File: src/rtl/f2i_top_if.sv
// Internal byte-wide memory bus between the converter FSM and its data memory.
// Combinational read of addr onto rdata; write of wdata to addr on the clock edge while we is high.
interface f2i_top_if;
    logic       we;
    logic [7:0] addr;
    logic [7:0] wdata;
    logic [7:0] rdata;

    modport master (output we, output addr, output wdata, input rdata);
    modport slave  (input we, input addr, input wdata, output rdata);
endinterface

File: src/rtl/f2i_top.sv
// Converts a binary16 operand held in data memory into a sign-magnitude int16 result in the same memory.
// Optional ROUND_NEAREST_EN: round half-up on the first discarded bit instead of truncating.
module f2i_data_mem #(
    parameter int MEM_DEPTH = 256
) (
    input logic      clk,
    f2i_top_if.slave bus
);
    // Not reset: contents persist across resets and are loaded by backdoor.
    logic [7:0] my_memory [0:MEM_DEPTH-1];

    always_ff @(posedge clk) begin
        if (bus.we) my_memory[bus.addr] <= bus.wdata;
    end

    assign bus.rdata = my_memory[bus.addr];
endmodule

module f2i_top #(
    parameter logic [7:0] OP_ADDR   = 8'd64,
    parameter logic [7:0] RES_ADDR  = 8'd66,
    parameter int         MEM_DEPTH = 256
) (
    input  logic       clk_i,
    input  logic       reset_i,
    output logic       done_o,
    output logic [2:0] fsm_state
);
`ifdef ROUND_NEAREST_EN
    localparam bit ROUND_EN = 1'b1;
`else
    localparam bit ROUND_EN = 1'b0;
`endif

    typedef enum logic [2:0] {
        IDLE, LD_HI, LD_LO, DECODE, SHIFT, ST_HI, ST_LO, DONE
    } state_t;

    state_t      state;
    logic [15:0] flt;
    logic        sign;
    logic [14:0] mag;
    logic [3:0]  sh_cnt;
    logic        sh_left;
    logic        guard;

    logic signed [5:0] dec_exp;
    logic [10:0]       dec_mant;

    f2i_top_if mem_bus ();

    f2i_data_mem #(.MEM_DEPTH(MEM_DEPTH)) data_mem1 (
        .clk (clk_i),
        .bus (mem_bus.slave)
    );

    assign dec_exp   = $signed({1'b0, flt[14:10]}) - 6'sd15;
    assign dec_mant  = {|flt[14:10], flt[9:0]};
    assign fsm_state = state;

    always_comb begin
        mem_bus.we    = 1'b0;
        mem_bus.addr  = OP_ADDR;
        mem_bus.wdata = 8'd0;
        case (state)
            LD_LO: mem_bus.addr = OP_ADDR + 8'd1;
            ST_HI: begin
                mem_bus.we    = 1'b1;
                mem_bus.addr  = RES_ADDR;
                mem_bus.wdata = {sign, mag[14:8]};
            end
            ST_LO: begin
                mem_bus.we    = 1'b1;
                mem_bus.addr  = RES_ADDR + 8'd1;
                mem_bus.wdata = mag[7:0];
            end
            default: ;
        endcase
    end

    always_ff @(posedge clk_i or negedge reset_i) begin
        if (!reset_i) begin
            state   <= IDLE;
            done_o  <= 1'b0;
            flt     <= 16'd0;
            sign    <= 1'b0;
            mag     <= 15'd0;
            sh_cnt  <= 4'd0;
            sh_left <= 1'b0;
            guard   <= 1'b0;
        end else begin
            case (state)
                IDLE:  state <= LD_HI;
                LD_HI: begin
                    flt[15:8] <= mem_bus.rdata;
                    state     <= LD_LO;
                end
                LD_LO: begin
                    flt[7:0] <= mem_bus.rdata;
                    state    <= DECODE;
                end
                DECODE: begin
                    sign    <= flt[15];
                    guard   <= 1'b0;
                    sh_left <= 1'b0;
                    sh_cnt  <= 4'd0;
                    // Out-of-range exponents skip shifting; e == -1 leaves a half to round.
                    if (dec_exp > 6'sd14) begin
                        mag <= 15'h7FFF;
                    end else if (dec_exp < 6'sd0) begin
                        mag   <= 15'd0;
                        guard <= (dec_exp == -6'sd1);
                    end else if (dec_exp >= 6'sd10) begin
                        mag     <= {4'd0, dec_mant};
                        sh_left <= 1'b1;
                        sh_cnt  <= 4'(dec_exp - 6'sd10);
                    end else begin
                        mag    <= {4'd0, dec_mant};
                        sh_cnt <= 4'(6'sd10 - dec_exp);
                    end
                    state <= SHIFT;
                end
                SHIFT: begin
                    if (sh_cnt != 4'd0) begin
                        sh_cnt <= sh_cnt - 4'd1;
                        if (sh_left) begin
                            mag <= {mag[13:0], 1'b0};
                        end else begin
                            guard <= mag[0];
                            mag   <= {1'b0, mag[14:1]};
                        end
                    end else begin
                        if (ROUND_EN && guard && (mag != 15'h7FFF)) mag <= mag + 15'd1;
                        state <= ST_HI;
                    end
                end
                ST_HI: state <= ST_LO;
                ST_LO: begin
                    done_o <= 1'b1;
                    state  <= DONE;
                end
                DONE:    state <= DONE;
                default: state <= IDLE;
            endcase
        end
    end
endmodule

File: config.mk
export PLATFORM = sky130hd
export DESIGN_NAME = f2i_top
export DESIGN_NICKNAME = d
export VERILOG_FILES = /design/src/rtl/f2i_top_if.sv /design/src/rtl/f2i_top.sv
export SDC_FILE = /design/constraint.sdc
export NUM_CORES = 1
export LEC_CHECK = 0
export ABC_AREA = 1
export BUFFER_PORTS_ARGS = -buffer_cell sky130_fd_sc_hd__buf_4
export CORE_UTILIZATION = 62
export DETAILED_ROUTE_END_ITERATION = 10
export PLACE_DENSITY = 0.77
export SLEW_MARGIN = 20
export SYNTH_ARGS = -nofsm -noshare
export SYNTH_HDL_FRONTEND = slang
export SYNTH_SLANG_ARGS = --single-unit
File: constraint.sdc
create_clock -name clk_i -period 2.67 [get_ports clk_i]
set_input_delay 0.4005 -clock clk_i [delete_from_list [all_inputs] [get_ports clk_i]]
set_output_delay 0.4005 -clock clk_i [all_outputs]
set_load 0.01 [all_outputs]
==> metrics.md <==
| Metric | Value |
|---|---|
| Status | complete, no violations |
| CTS Buffer Depth | 2 |
| Final Hold Viols | 0 |
| Worst-Margin Slew | 0.6200 ns |
| Area of the multi-input gates | 1436 µm² |
| Initial antenna violation count | 0 |
| Final ANT Viol Nets | 0 |
| Largest net degree at the start of global routing | 42 |
| Leading area contributor after synthesis | dfrtp_1 |
| Count of final setup violators | 0 |
| Top area cells in the synthesized netlist | dfrtp_1 29%, edfxtp_1 27%, nand2_1 8.1% |
| Worst r2r src | flt[10] |
| Post-CTS setup buffer count | 0 |
| Max-slew violations | 0 |
| Starting Density | 64.86% |
| P per Cell Area | 606.1 nW/µm² |
| Top FF cell, synth | dfrtp_1 |
| Seq. cell area | 1987 µm² |
| Die ar. | 6104 µm² |
| CP Launch Type | flip-flop |
| I/O Pins | 6 |
| Buffers & Inverters on Critical Path | 2 |
| Clock skew | 0.009868 ns |
| Count of cell types in the netlist | 39 |
| Req. time, crit path | 2.94 ns |
| Post-synth EDFFs | 32 |
| Worst r2r dst | mag[13] |
| Minimum hold slack | 0.01288 ns |
| Vias in the first global route | 2563 |
| Worst-path maximum fanout | 14 |
| Hold WC Path Type | primary input to asynchronous set/reset pin |
| CTS root buf | clkbuf_8 |
| Setup TNS | 0 ns |
| DP HPWL | 4864 µm |
| Layout area overhead | 9.714% |
| Cells along the critical path | inv_1, ha_1, inv_1, or2_1, o21ai_4, nand2_4, a31oi_1 |
| Unrepaired setup endpoints after global routing | no |
| Clock Sinks | 73 |
| Seq/Total Area, Yosys | 55.29% |
| Ys Warns | 0 |
| Vias per cell | 5.552 |
| Total number of cells along the worst setup path | 7 |
| Max IR drop VDD | 0.5513 mV |
| Final #Nets | 414 |
| Worst-Skew Late Latency | 0.35 ns |
| # fillers | 431 |
| Most frequent CP cell | inv_1 |
| 1st-iter DRT viols | 283 |
| CP peak stage delay | 0.51 ns |
| Setup crit end kind | flip-flop |
| Vias | 2665 |
| Tot GR Track Use | 26.02% |
| Slew headroom | 58.55% |
| Critical path type | flip-flop to flip-flop |
| Ant diodes | 0 |
| DR WL/cell | 14.85 µm |
| Critical Path AT | 2.42 ns |
| Critical path's slowest cell | dfrtp_1 |
| Mapped Area | 3593 µm² |
| Overflow after GRT | 0 |
| Max-Cap Viols | 0 |
| Die Width | 78.13 µm |
| # resized after CTS | 0 |
| Core area | 5540 µm² |
| Clock transition at path regs | 0.08 ns |
| GPL Wtd Cong | 0.9173 |
| CP startpoint | flt[10] |
| Core Rows | 27 |
| End of the critical path | mag[13] |
| Leak | 1.720 nW |
| First-pass GRT wire length | 11800 µm |
| Final worst slack | 0.5218 ns |
| Worst R2R Path Depth | 7 |
| Max Clk Rate | 465.5 MHz |
| Async set-or-reset flop fraction in the synthesized netlist | 56.16% |
| CTS tree | yes |
| Top cell family by delay on the critical path | flip-flops |
| Crit path time final | 2.148 ns |
| Layout cell share with drive strength beyond 1 | 14.22% |
| Die height | 78.13 µm |
| Total CTS buffers | 9 |
| Area share of the largest cell type after synthesis | 28.55% |
| H-tree Lvls | 3 |
| Hold Buf Count CTS | 0 |
| Reg2Reg Setup Slack | 0.52 ns |
| TritonRoute pass-1 iters | 5 |
| Final period utilization | 80.46% |
| Port bufs | 5 |
| Yosys reg bits | 73 |
| Mean Syn Cell Area | 9.481 µm² |
| DRT Wirelength | 7129 µm |
| Mapped Cells | 379 |
| # DRC | 0 |
| Placement Setup Slack | 0.5234 ns |
## per-stage QoR
step	utilization (%)	total power, mW	area, µm²	cells
global placement	67.37	1.478	3732	464
finish	71.16	2.389	3943	480
detailed placement	67.37	1.487	3732	464
CTS	71.16	2.392	3943	480
global route	71.16	2.469	3943	480
floorplan	-	1.427	3650	394
## report_power, final
part	internal, mW	switching (mW)
logic	0.0677	0.125
clock network	0.521	0.400
registers	1.23	0.0425
## final cells by class
cell class | instances | area share (%)
Multi-Input combinational cell | 272 | 36.43
Tap cell | 72 | 2.285
Clock buffer | 10 | 3.237
Sequential cell | 73 | 50.40
Clock inverter | 6 | 2.095
Inverter | 37 | 3.650
Timing Repair Buffer | 10 | 1.904
## kinds of logic after synthesis
kind of cell | after synthesis | synth area share, %
buf+inv | 49 | 6.302
other cells | 1 | 0.1044
simple gates | 158 | 19.81
compound gates | 83 | 13.68
xor+xnor | 6 | 1.671
flops | 73 | 55.29
fa+ha+maj | 9 | 3.134
## sequential cells by signal, summed over array words and instances (netlist names)
name                 flops
fsm_state                3
sh_left                  1
flt                     16
sh_cnt                   4
done_o                   1
sign                     1
data_mem1.my_memory     32
mag                     15
## synth_stat cells (all sizes together), types with 4 or more instances
| library cell | n |
|---|---|
| edfxtp | 32 |
| buf | 10 |
| a31oi | 14 |
| nand2 | 86 |
| o21ai | 40 |
| o22ai | 4 |
| ha | 9 |
| dfrtp | 41 |
| xnor2 | 4 |
| nand3 | 20 |
| a21oi | 18 |
| inv | 35 |
| nor2 | 48 |
## how the worst min path moves through the flow
stage                        from   endpoint  slack (ns)  cells after the start
after floorplan           reset_i     done_o        0.10                      0
after global placement    reset_i  sh_cnt[2]        0.41                      1
after detailed placement  reset_i  sh_cnt[3]        0.42                      1
after CTS                 reset_i  sh_cnt[3]        0.04                      1
after global routing      reset_i  sh_cnt[2]        0.06                      1
final                     reset_i  sh_cnt[3]        0.01                      1
## worst register-to-register path: cells and delay by family, from the launching register on
family / cells / cell delay (ns)
and+or+nand+nor: 2 / 0.43
adders and majority gates: 1 / 0.41
buffers and inverters: 2 / 0.24
AOI/OAI and AO/OA: 2 / 0.47
DFF: 1 / 0.51
## cells in the final DEF, fill, tap and decap left out, types with 10 or more instances in the layout
cell | Yosys | routed
buf_4 | 3 | 10
dfrtp_1 | 41 | 41
conb_1 | 1 | 16
o21ai_1 | 28 | 28
inv_1 | 27 | 27
o21ai_0 | 10 | 10
nand3_1 | 18 | 18
a21oi_1 | 17 | 17
nor2_1 | 42 | 42
nand2_1 | 78 | 78
a31oi_1 | 14 | 14
edfxtp_1 | 32 | 32
## layer usage
layer / vias up / wire (µm) / global-route usage, %
li1: 1295 / - / -
met5: - / 0 / 0
met2: 102 / 3428 / 40.09
met3: 13 / 432 / 7.209
met1: 1255 / 3129 / 33.60
met4: 0 / 138 / 13.89
(Power assumes the default switching activity.)
